$ cat src/rtl/pc_stack_pkg.sv
// pc_stack_pkg: op encoding shared by the PC/stack unit and its bench
package pc_stack_pkg;
   localparam int OP_W = 3;
   typedef enum logic [OP_W-1:0] {
      OP_INC  = 3'd0,
      OP_LOAD = 3'd1,
      OP_REL  = 3'd2,
      OP_CALL = 3'd3,
      OP_RET  = 3'd4
   } op_e;
endpackage

$ cat src/rtl/ret_stack.sv
// ret_stack: return-address LIFO with occupancy count; storage itself is not reset
module ret_stack #(
   parameter int ADDR_WIDTH  = 16,
   parameter int STACK_DEPTH = 8,
   localparam int DW = $clog2(STACK_DEPTH + 1),
   localparam int AW = $clog2(STACK_DEPTH)
) (
   input  logic                  clk,
   input  logic                  reset,
   input  logic                  push,
   input  logic                  pop,
   input  logic [ADDR_WIDTH-1:0] push_data,
   output logic [ADDR_WIDTH-1:0] top,
   output logic [DW-1:0]         depth,
   output logic                  full,
   output logic                  empty
);
   logic [ADDR_WIDTH-1:0] mem_q [STACK_DEPTH];
   logic [ADDR_WIDTH-1:0] mem_d [STACK_DEPTH];
   logic [DW-1:0]         depth_q, depth_d;
   logic                  do_push, do_pop;

   assign full    = depth_q == DW'(STACK_DEPTH);
   assign empty   = depth_q == '0;
   assign depth   = depth_q;
   assign do_push = push && !full;
   assign do_pop  = pop && !empty;
   assign top     = empty ? '0 : mem_q[AW'(depth_q - DW'(1))];

   // write the next free slot on push, move the occupancy count
   always_comb begin
      mem_d   = mem_q;
      depth_d = do_push ? depth_q + DW'(1) : do_pop ? depth_q - DW'(1) : depth_q;
      if (do_push) mem_d[AW'(depth_q)] = push_data;
   end

   // only the occupancy needs reset; stale entries are unreachable when empty
   always_ff @(posedge clk) begin
      mem_q   <= mem_d;
      depth_q <= reset ? '0 : depth_d;
   end
endmodule

$ cat src/rtl/pc_stack_unit.sv
// pc_stack_unit: program counter with call/return stack; PC_STACK_TRAP_EN redirects stack faults to TRAP_VECTOR and adds the trap pulse
module pc_stack_unit
   import pc_stack_pkg::*;
#(
   parameter int ADDR_WIDTH   = 16,
   parameter int STACK_DEPTH  = 8,
   parameter int OFFSET_WIDTH = 8,
   parameter logic [ADDR_WIDTH-1:0] RESET_VECTOR = '0,
   parameter logic [ADDR_WIDTH-1:0] TRAP_VECTOR  = '1,
   localparam int DW = $clog2(STACK_DEPTH + 1)
) (
   input  logic                    clk,
   input  logic                    reset,
   input  logic                    pc_en,
   input  logic [OP_W-1:0]         op,
   input  logic [ADDR_WIDTH-1:0]   target,
   input  logic [OFFSET_WIDTH-1:0] offset,
   output logic [ADDR_WIDTH-1:0]   pc_out,
   output logic [ADDR_WIDTH-1:0]   ret_top,
   output logic [DW-1:0]           depth,
   output logic                    full,
   output logic                    empty,
   output logic                    stack_err
`ifdef PC_STACK_TRAP_EN
   ,output logic                   trap
`endif
);
   logic [ADDR_WIDTH-1:0] pc_q, pc_d, pc_inc, rel_ext;
   logic                  stack_err_q, stack_err_d;
   logic                  is_call, is_ret, fault;

   assign pc_inc    = pc_q + ADDR_WIDTH'(1);
   assign rel_ext   = ADDR_WIDTH'($signed(offset));
   assign is_call   = op == OP_CALL;
   assign is_ret    = op == OP_RET;
   assign fault     = pc_en && ((is_call && full) || (is_ret && empty));
   assign pc_out    = pc_q;
   assign stack_err = stack_err_q;

   ret_stack #(.ADDR_WIDTH(ADDR_WIDTH), .STACK_DEPTH(STACK_DEPTH)) u_stack (
      .clk       (clk),
      .reset     (reset),
      .push      (pc_en && is_call),
      .pop       (pc_en && is_ret),
      .push_data (pc_inc),
      .top       (ret_top),
      .depth     (depth),
      .full      (full),
      .empty     (empty)
   );

`ifdef PC_STACK_TRAP_EN
   logic trap_q, trap_d;
   assign trap = trap_q;
`endif

   // next PC per op; ops 5-7 fall through to increment, faults are sticky
   always_comb begin
      pc_d        = pc_q;
      stack_err_d = stack_err_q | fault;
      if (pc_en)
         pc_d = op == OP_LOAD ? target :
                op == OP_REL  ? pc_q + rel_ext :
                is_call       ? target :
                is_ret        ? (empty ? pc_inc : ret_top) : pc_inc;
`ifdef PC_STACK_TRAP_EN
      trap_d = fault;
      if (fault) pc_d = TRAP_VECTOR;
`endif
   end

   // state registers; reset overrides any op presented in the same cycle
   always_ff @(posedge clk) begin
      pc_q        <= reset ? RESET_VECTOR : pc_d;
      stack_err_q <= reset ? 1'b0 : stack_err_d;
`ifdef PC_STACK_TRAP_EN
      trap_q      <= reset ? 1'b0 : trap_d;
`endif
   end
endmodule

$ cat config.mk
export PLATFORM = sky130hd
export DESIGN_NAME = pc_stack_unit
export DESIGN_NICKNAME = d
export VERILOG_FILES = /design/src/rtl/pc_stack_pkg.sv /design/src/rtl/ret_stack.sv /design/src/rtl/pc_stack_unit.sv
export SDC_FILE = /design/constraint.sdc
export NUM_CORES = 1
export LEC_CHECK = 0
export CAP_MARGIN = 0
export CORE_MARGIN = 1
export CORE_UTILIZATION = 27
export DETAILED_ROUTE_END_ITERATION = 16
export SYNTH_ARGS = -nofsm -noshare
export SYNTH_HDL_FRONTEND = slang
export SYNTH_SLANG_ARGS = --single-unit
export TNS_END_PERCENT = 10
$ cat constraint.sdc
create_clock -name clk -period 4.9 [get_ports clk]
set_input_delay 0.735 -clock clk [delete_from_list [all_inputs] [get_ports clk]]
set_output_delay 0.735 -clock clk [all_outputs]
set_load 0.05 [all_outputs]
==> summary.md <==
| Metric | Value |
|---|---|
| CTS clk-pin slew, worst paths | `0.06 ns` |
| Worst reg2reg path startpoint | `u_stack.depth[1]$_SDFFE_PP0P_` |
| Row count | `60` |
| Sw power | `0.821 mW` |
| P_int | `2.27 mW` |
| Crit. End Element | `primary output` |
| Critical path class | `reg2out` |
| Avg Cell Area, Syn | `13.0 µm²` |
| Status | `complete, no violations` |
| Final layout net count | `696` |
| Gate Count Post-Synth | `571` |
| CTS H-tree depth | `4` |
| Worst vdd ir | `231 µV` |
| Worst R2R End | `pc_out[14]$_SDFFE_PP0P_` |
| PostCTS Resize Cnt | `0` |
| Commonest register cell after synthesis | `edfxtp_1` |
| Syn-to-layout area delta | `22.0%` |
| Root buf cell | `clkbuf_16` |
| Slew HR | `32.9%` |
| Synth warn | `0` |
| Sequential share of power | `46.5%` |
| Clk network pwr share | `37.9%` |
| Setup-failing EPs final | `0` |
| CTS tree | `done` |
| CTS max path bufs | `2` |
| DRC Markers | `0` |
| Post-Route Skew | `0.0112 ns` |
| CP startpoint kind | `flip-flop` |
| RSZ-0062 raised after global routing | `false` |
| Synth async-reset ratio | `0%` |
| Vias/cell | `5.17` |
| Min cycle time layout | `4.12 ns` |
| R2R Setup Slk | `1.74 ns` |
| Post-Syn Nets | `620` |
| Remaining antenna violation count | `0` |
| Ports | `69` |
| Die H | `168 µm` |
| Number of port buffers | `68` |
| Sequential share of the synthesized area | `57.4%` |
| HPWL after DPL | `13900 µm` |
| Layout cells sized above 1 | `12.6%` |
| Die width | `168 µm` |
| Ant diodes | `0` |
| GRT Total Usage | `14.9%` |
| FF/Latch Area | `4270 µm²` |
| DR iter-0 viols | `584` |
| Routability congestion estimate | `0.803` |
| Critical Path Sink | `ret_top[5]` |
| Antenna violations before repair | `0` |
| Achievable Freq | `243 MHz` |
| Top cells by area, synth | `edfxtp_1 (52%), mux4_2 (9.7%), dfxtp_1 (5.7%)` |
| Cell Area, Synth | `7430 µm²` |
| WL per Instance | `20.4 µm` |
| Max Cap Viol | `0` |
| Min-delay worst type | `reg2reg` |
| First-pass GRT wire length | `31300 µm` |
| R2R cell count | `8` |
| Initial core utilization | `27.6%` |
| Synth Register Bits | `149` |
| WP data required | `4.16 ns` |
| # clock sinks | `149` |
| Setup crit start | `u_stack.depth[1]$_SDFFE_PP0P_` |
| Worst slew pin tran | `1.00 ns` |
| Power Total | `3.09 mW` |
| Comb power frac | `15.5%` |
| Worst EP arrival | `3.38 ns` |
| Share of the synthesized area in the top cell type | `51.8%` |
| Multi-input combinational cell area | `3010 µm²` |
| Total number of vias | `5165` |
| Core Box Area | `27000 µm²` |
| Num CTS Buffers | `17` |
| Drt pass-1 iters | `5` |
| EDFF count, synth | `128` |
| Vias in the first global route | `5041` |
| Post-CTS Setup Repair Bufs | `0` |
| CP max FO | `16` |
| Final WL | `20400 µm` |
| Switching part of the total power | `26.6%` |
| Layout fillers | `2633` |
| Yosys top cell by area | `edfxtp_1` |
| Power per Cell Area | `341 nW/µm²` |
| Tcrit/Tclk final | `84.0%` |
| Die footprint | `28200 µm²` |
| Count of pins over their slew limit | `0` |
| Leakage | `3.09 nW` |
| Final-report hold violation count | `0` |
| Setup TNS | `0 ns` |
| Synth unique cells | `61` |
| Skew-Pair Late Insertion Delay | `0.41 ns` |
| Largest net degree at the start of global routing | `41` |
| Global route overflow | `0` |
| Hold-fix buffers, CTS | `0` |
-- per-stage QoR --
step                util (%)  cells  area (µm²)  hold WS (ns)  setup slack [ns]
floorplan                  -    571        7430         0.765             0.414
global placement        31.7    969        8540         0.480              1.20
detailed placement      31.7    969        8540         0.485              1.16
CTS                     33.6   1000        9060         0.502             0.715
global route            33.6   1000        9060         0.570             0.564
finish                  33.6   1000        9060         0.500             0.784
-- registers in the layout, summed over array words and instances, names as in the netlist --
name / cells
pc_out: 16
stack_err: 1
u_stack.depth: 4
u_stack.mem_q: 128
-- routing by layer --
layer,up-vias,wire (µm),part of all wire (%),global-route usage (%)
li1,2383,-,-,-
met1,2576,9580,47,21.7
met2,193,9430,46,22.8
met3,13,1220,6.0,2.52
met4,0,178,0.87,4.23
met5,-,0,0,0
-- power by group through the flow --
stage               Sequential (mW)  Clock (mW)  Combinational [mW]
detailed placement             1.46           0               0.480
finish                         1.44        1.17               0.480
floorplan                      1.49           0               0.283
global placement               1.46           0               0.478
global route                   1.44        1.24               0.518
CTS                            1.44        1.19               0.482
-- synthesized netlist by cell type, drive strengths merged, types with 2 or more instances --
master / number
a2111oi: 2
a211oi: 5
a21o: 7
a21oi: 30
a31oi: 4
a41oi: 2
and2: 2
and3: 7
buf: 14
clkbuf: 11
dfxtp: 21
edfxtp: 128
ha: 18
inv: 13
mux2i: 19
mux4: 32
nand2: 32
nand2b: 9
nand3: 8
nand3b: 4
nand4: 8
nand4b: 2
nor2: 58
nor2b: 11
nor3: 12
nor4: 7
o211ai: 4
o21a: 6
o21ai: 33
o21bai: 2
o221ai: 3
o22ai: 7
o311ai: 3
o32ai: 3
or2: 3
or3: 4
or4: 2
xnor2: 11
xor2: 11
-- worst min path at each step --
stage                                 startpoint                     end  slack (ns)  cells past startpoint
after floorplan           pc_out[4]$_SDFFE_PP0P_  pc_out[4]$_SDFFE_PP0P_        0.77                      2
after global placement      stack_err$_SDFF_PP0_    stack_err$_SDFF_PP0_        0.48                      2
after detailed placement    stack_err$_SDFF_PP0_    stack_err$_SDFF_PP0_        0.48                      2
after CTS                   stack_err$_SDFF_PP0_    stack_err$_SDFF_PP0_        0.50                      2
after global routing        stack_err$_SDFF_PP0_    stack_err$_SDFF_PP0_        0.57                      2
final                       stack_err$_SDFF_PP0_    stack_err$_SDFF_PP0_        0.50                      2
-- kinds of logic after synthesis --
group / count (synthesis) / synth area share [%]
flops: 149 / 57.4
buf+inv: 38 / 2.41
mux: 51 / 12.3
fa+ha+maj: 19 / 3.30
xor+xnor: 22 / 2.85
compound gates: 119 / 10.1
simple gates: 173 / 11.7
-- cell type report --
cell class	count	share of cell area, %
Multi-Input combinational cell	384	33.2
Clock buffer	19	4.78
Inverter	13	0.539
Tap cell	341	4.71
Clock inverter	12	0.981
Timing Repair Buffer	82	8.68
Sequential cell	149	47.1
-- layout by cell type (no fill, tap or decap), drive strengths merged, types with 8 or more instances in the layout --
cell and instances:
clkdlybuf4s50 68, mux2i 19, nand3 8, clkbuf 19, xnor2 11, nor2b 11
nand2b 9, nand4 8, inv 14, mux4 32, nand2 32, ha 18
buf 14, a21oi 30, clkinv 8, dfxtp 21, nor2 58, o21ai 33
edfxtp 128, nor3 12, xor2 11
-- worst max-delay path, stage by stage, from the launching register on --
cell,delay (ns)
dfxtp_1,0.52
inv_1,0.11
ha_1,0.29
xor2_4,0.73
mux2i_1,0.33
nor2_1,0.16
clkdlybuf4s50_1,0.82
Note: power is estimated with default switching activity, not from simulation.
